==> src/rtl/seven_segment_pkg.sv <==
// Shared constants and types for the multiplexed four-digit seven-segment scanner.
package seven_segment_pkg;

   localparam int unsigned NUM_DIGITS       = 4;
   localparam int unsigned NIBBLE_W         = 4;
   localparam int unsigned DATA_W           = NUM_DIGITS * NIBBLE_W;
   localparam int unsigned SEG_W            = 8;
   localparam int unsigned HEX_SEG_W        = 7;
   localparam int unsigned COUNT_MAX_DEF    = 100000;
   localparam int unsigned BLANK_CYCLES_DEF = 8;

   typedef logic [1:0] digit_idx_t;

   // Frame snapshot of the display request inputs
   typedef struct packed {
      logic [DATA_W-1:0]     data;
      logic [NUM_DIGITS-1:0] dp;
      logic [NUM_DIGITS-1:0] blank;
   } shadow_t;

   localparam shadow_t SHADOW_RST = '{data: '0, dp: '0, blank: '1};

endpackage

==> src/rtl/seven_segment.sv <==
// Active-low hex-to-seven-segment decode; segment[0]=CA .. segment[6]=CG.
module seven_segment
   import seven_segment_pkg::*;
(
   input  logic [NIBBLE_W-1:0]  data,
   output logic [HEX_SEG_W-1:0] segment
);

   always_comb begin
      segment = '1;
      case (data)
         4'h0: segment = 7'h40;
         4'h1: segment = 7'h79;
         4'h2: segment = 7'h24;
         4'h3: segment = 7'h30;
         4'h4: segment = 7'h19;
         4'h5: segment = 7'h12;
         4'h6: segment = 7'h02;
         4'h7: segment = 7'h78;
         4'h8: segment = 7'h00;
         4'h9: segment = 7'h10;
         4'hA: segment = 7'h08;
         4'hB: segment = 7'h03;
         4'hC: segment = 7'h46;
         4'hD: segment = 7'h21;
         4'hE: segment = 7'h06;
         4'hF: segment = 7'h0E;
         default: segment = '1;
      endcase
   end

endmodule

==> src/rtl/seven_segment_scan.sv <==
// Time-multiplexed four-digit scanner with per-frame input snapshot, dead-time
// at the start of each digit slot, and registered anode/segment/frame_tick pins.
module seven_segment_scan
   import seven_segment_pkg::*;
#(
   parameter int unsigned COUNT_MAX    = COUNT_MAX_DEF,
   parameter int unsigned BLANK_CYCLES = BLANK_CYCLES_DEF
) (
   input  logic                  clk,
   input  logic                  rst_n,
   input  logic [DATA_W-1:0]     data,
   input  logic [NUM_DIGITS-1:0] dp_in,
   input  logic [NUM_DIGITS-1:0] blank,
   output logic [SEG_W-1:0]      segment,
   output logic [NUM_DIGITS-1:0] anode,
   output logic                  frame_tick
);

   localparam int unsigned      CNT_W      = (COUNT_MAX > 1) ? $clog2(COUNT_MAX) : 1;
   localparam logic [CNT_W-1:0] CNT_LAST   = CNT_W'(COUNT_MAX - 1);
   localparam logic [CNT_W-1:0] CNT_BLANK  = CNT_W'(BLANK_CYCLES);
   localparam digit_idx_t       DIGIT_LAST = digit_idx_t'(NUM_DIGITS - 1);

   logic [CNT_W-1:0]      cnt_q, cnt_d;
   digit_idx_t            digit_q, digit_d;
   shadow_t               shadow_q, shadow_d;
   logic                  load_pending_q, load_pending_d;
   logic [NUM_DIGITS-1:0] anode_q, anode_d;
   logic [SEG_W-1:0]      segment_q, segment_d;
   logic                  frame_tick_q, frame_tick_d;

   logic                  slot_end;
   logic                  capture;
   logic                  drive;
   logic [NIBBLE_W-1:0]   nibble;
   logic [HEX_SEG_W-1:0]  hex_seg;

   assign nibble = shadow_q.data[{digit_q, 2'b00} +: NIBBLE_W];

   seven_segment u_decode (
      .data    (nibble),
      .segment (hex_seg)
   );

   // Next-state for scan position, snapshot and pin values
   always_comb begin
      cnt_d          = cnt_q + CNT_W'(1);
      digit_d        = digit_q;
      shadow_d       = shadow_q;
      load_pending_d = 1'b0;
      anode_d        = '1;
      segment_d      = '1;

      slot_end = (cnt_q == CNT_LAST);
      capture  = load_pending_q || (slot_end && (digit_q == DIGIT_LAST));
      drive    = (cnt_q >= CNT_BLANK) && !shadow_q.blank[digit_q];

      if (slot_end) begin
         cnt_d   = '0;
         digit_d = digit_q + digit_idx_t'(1);
      end

      if (capture) begin
         shadow_d = '{data: data, dp: dp_in, blank: blank};
      end

      if (drive) begin
         anode_d[digit_q] = 1'b0;
         segment_d        = {~shadow_q.dp[digit_q], hex_seg};
      end

      frame_tick_d = capture;
   end

   always_ff @(posedge clk) begin
      if (!rst_n) begin
         cnt_q          <= '0;
         digit_q        <= '0;
         shadow_q       <= SHADOW_RST;
         load_pending_q <= 1'b1;
         anode_q        <= '1;
         segment_q      <= '1;
         frame_tick_q   <= 1'b0;
      end else begin
         cnt_q          <= cnt_d;
         digit_q        <= digit_d;
         shadow_q       <= shadow_d;
         load_pending_q <= load_pending_d;
         anode_q        <= anode_d;
         segment_q      <= segment_d;
         frame_tick_q   <= frame_tick_d;
      end
   end

   assign anode      = anode_q;
   assign segment    = segment_q;
   assign frame_tick = frame_tick_q;

endmodule

==> config.mk <==
export PLATFORM = sky130hd
export DESIGN_NAME = seven_segment_scan
export DESIGN_NICKNAME = d
export VERILOG_FILES = /design/src/rtl/seven_segment_pkg.sv /design/src/rtl/seven_segment.sv /design/src/rtl/seven_segment_scan.sv
export SDC_FILE = /design/constraint.sdc
export NUM_CORES = 1
export LEC_CHECK = 0
export CELL_PAD_IN_SITES_DETAIL_PLACEMENT = 1
export CELL_PAD_IN_SITES_GLOBAL_PLACEMENT = 2
export CORE_ASPECT_RATIO = 1.75
export CORE_UTILIZATION = 31
export CTS_CLUSTER_DIAMETER = 120
export DETAILED_ROUTE_END_ITERATION = 12
export GPL_ROUTABILITY_DRIVEN = 0
export PLACE_DENSITY = 0.72
export SYNTH_ARGS = -nofsm -noshare
export SYNTH_HDL_FRONTEND = slang
export SYNTH_HIERARCHICAL = 1
export SYNTH_SLANG_ARGS = --single-unit
==> constraint.sdc <==
create_clock -name clk -period 2.38 [get_ports clk]
set_input_delay 0.238 -clock clk [delete_from_list [all_inputs] [get_ports clk]]
set_output_delay 0.238 -clock clk [all_outputs]
set_load 0.05 [all_outputs]
==> summary.md <==
The tools report the number of filler cells placed in the layout as 971. The area growth from synthesis to final layout works out to 29.0%. The number of max-slew violations in the final report was 0; the standard cell core area was 8370 µm². The post-synthesis cell area was 2690 µm²; the width of the chip was 72.4 µm. The run finished with clean final reports. The clock latency at the later pin of the worst-skew pair was 0.33 ns.

In the final layout, the share of cells above drive strength 1 is 10.4%. The Yosys step of the flow raised 6 warnings. At the pin with the least slew margin, the transition time is 0.496 ns.

In this run the clock root is driven by a clkbuf_16. Once detail routing completed, the nets flagged for antenna violations numbered 0. Number of sinks handled by clock tree synthesis: 57. The fraction of registers with async set or reset after synthesis works out to 0%. Among all flip-flop cells after synthesis, the most frequent one is dfxtp_1.

The first global-routing pass estimated 10700 µm of wire. For the overall routing resource usage, the log shows 15.6%. Cells fill 41.5% of the core in the end. Overall power consumption after layout is estimated at 2.47 mW. The run gives 3.46% as the fraction of met3 tracks used by global routing.

The logs give 9070 µm² for the die footprint and 0.00463 ns for the worst clock skew on the final layout. The worst hold path passes through 2 cells. The count of H-tree levels built during CTS came out at 3.

For this run, global-route usage on met1 was measured as 16.0%. For the largest net degree at the start of global routing, the log shows 42. The port buffer count came out at 38. In the final routed layout, each cell accounts on average for 13.6 µm. The number of hold buffers added after CTS was 0. STA puts the critical path data arrival time at 2.43 ns. By area the synthesized netlist is led by dfxtp_1, mux2i_1, nand2_1, ha_1, mux4_2. IR analysis of the VDD net gives a maximum drop of 0.000412 V. After detailed routing, the number of vias per cell comes to 4.71. The count of maximum capacitance violations is 0. TritonCTS built the clock tree.

The worst pin sits at a relative slew slack of 66.8%. The worst setup timing slack at the placement stage came out at 0.145 ns. Most used standard cell by instance count after synthesis: dfxtp_1. The tools report the final count of negative-setup-slack endpoints as 0. Power spread over the standard cell area amounts to 711 nW/µm². The category of the worst setup path launch point was a register. The routed layout has 2084 vias. In this run, the number of DRC markers left after iteration 0 of detailed routing was 69.

The data required time of the worst path is 2.65 ns, and the largest driver fanout on the critical path is 5. Initial core utilization: 32.1%. For the top-level port count, the log shows 39. Synthesis produced a netlist whose cell count is 283.

Across all setup checks in the final design, the least slack found is 0.226 ns. Of the post-synthesis cell area, the dominant cell type holds 42.4%. The tools report the number of setup buffers added after CTS as 0. The run gives 44 as the number of placement rows.

The worst hold slack after final layout is 0.461 ns, and the HPWL reported at the end of detailed placement is 4430 µm. Count of flip-flops with a built-in enable after synthesis: 0. For the sequential cell area in the final layout, the log shows 1140 µm².

The setup path with the least slack is of type register to register. The logs give 42.4% for the sequential fraction of the synthesis area and 0 ns for the setup TNS. The tools report the total CTS buffers as 9.

The number of distinct library cells after synthesis is 37, and the number of search-and-repair iterations in the first detailed-routing pass is 4. The number of hold violations in the final report was 0. After layout, the minimum clock period comes to 2.15 ns.

The number of cells on the worst reg-to-reg path is 7, and the overall die height is 125 µm. The synthesized design contains 57 register bits. Summing all multi-input logic gate instances after layout gives 1410 µm². Summed over all cells, the static leakage comes to 1.35 nW. Setup repair after global routing left no endpoint under its margin.

Global routing used 27.9% of the available met2 tracks. After clock tree synthesis, the clock-pin slew on the worst setup and hold paths is 0.05 ns. Synthesis produced a netlist with a net count of 322. The longest clock path from root to sink contains 2 buffers. The tools report the DRC violation count after routing as 0.

The number of global-route vias before repair is 2262. The worst setup path is captured at a register. The library cell with the largest summed area after synthesis was dfxtp_1. In the synthesized netlist, the cells that appear most often are dfxtp_1, nand2_1, mux2i_1, nor2_1, ha_1. Most used routing layer: met2. The tools report the number of antenna violations at the first check in global routing as 0.

Each instance of the synthesized netlist takes up on average 9.51 µm². The run gives 6030 µm as the total wire length after detailed routing. For this run the aggregate overflow at the end of global routing stands at 0. The class of the worst hold path is register to register. The repair_antennas step left the layout with diodes totalling 0.

The fraction of the cycle the final worst path needs was 90.5%; the achievable frequency was 464 MHz. In the final design database the tool counted 361 nets.
==> worst max-delay path, stage by stage, from the launching register on <==
cell	delay, ns
dfxtp_2	0.38
mux4_2	0.57
inv_1	0.18
ha_1	0.20
and2b_2	0.23
or3b_1	0.37
o21ai_0	0.07
nand2b_1	0.11
==> report_power, final <==
group / switching (mW) / leakage, nW / internal [mW] / total (mW)
registers: 0.0187 / 0.466 / 0.988 / 1.01
logic: 0.0881 / 0.741 / 0.104 / 0.192
clock network: 0.436 / 0.142 / 0.833 / 1.27
==> cell families (layout without fill, tap and decap cells) <==
| family | count (synthesis) | after routing | synth area share, % |
|---|---|---|---|
| AO/OA/AOI/OAI | 21 | 21 | 5.67 |
| XOR/XNOR | 11 | 11 | 3.58 |
| adder cells (fa/ha/maj) | 13 | 13 | 6.05 |
| buffers and inverters | 27 | 71 | 5.30 |
| flip-flops | 57 | 57 | 42.4 |
| multiplexers | 36 | 36 | 16.8 |
| AND/OR/NAND/NOR | 118 | 118 | 20.1 |
==> final cells by class <==
class	instances	area share, %
well taps	115	4.15
clock inverters	5	1.59
inverters	11	1.19
repair buffers	44	12.6
multi-input cells	199	40.5
flip-flops and latches	57	32.9
clock buffers	11	7.00
==> final timing paths <==
check                                 start                        end  slack (ns)
hold / removal    shadow_q[21]$_SDFFE_PN0P_  shadow_q[21]$_SDFFE_PN0P_        0.46
hold reg to reg   shadow_q[21]$_SDFFE_PN0P_  shadow_q[21]$_SDFFE_PN0P_        0.46
setup / recovery    digit_q[0]$_SDFFE_PN0P_      segment[0]$_SDFF_PN1_        0.23
setup reg to reg    digit_q[0]$_SDFFE_PN0P_      segment[0]$_SDFF_PN1_        0.23
==> per-layer routing <==
| layer | part of all wire (%) | vias up |
|---|---|---|
| li1 | - | 1039 |
| met1 | 41 | 1002 |
| met2 | 53 | 31 |
| met3 | 3.1 | 12 |
| met4 | 3.0 | 0 |
| met5 | 0 | - |
==> state kept, by name (all words and copies together) (netlist names) <==
register and cells:
segment 8, digit_q 2, cnt_q 17, frame_tick 1, shadow_q 24, anode 4
load_pending_q 1
==> cells in the final DEF, fill, tap and decap left out, types with 2 or more instances in the layout <==
master	n
nor4_1	3
xnor2_1	6
a21oi_1	7
nand2_1	51
or4_1	2
nand2b_1	7
clkbuf_16	9
nor3_1	4
o31ai_1	2
mux2i_1	28
inv_1	11
a22o_1	2
clkinvlp_4	2
dfxtp_1	56
or3_1	2
mux4_2	6
and3_1	3
nand4_1	5
buf_4	5
clkinv_2	2
nand3_1	7
ha_1	13
xor2_1	5
nor2_1	28
o21ai_0	6
clkdlybuf4s50_1	38
==> metrics by stage <==
step / instances / instance area [µm²]
final: 442 / 3470
after global routing: 442 / 3470
after CTS: 442 / 3470
after detailed placement: 426 / 3170
after global placement: 426 / 3170
after floorplan: 283 / 2690
==> timing repair <==
item	4_1_cts	5_1_grt
endpoints found under the setup margin	0	1
endpoints found under the hold margin	0	0
gates resized for setup	0	1
Note: power is estimated with default switching activity, not from simulation.
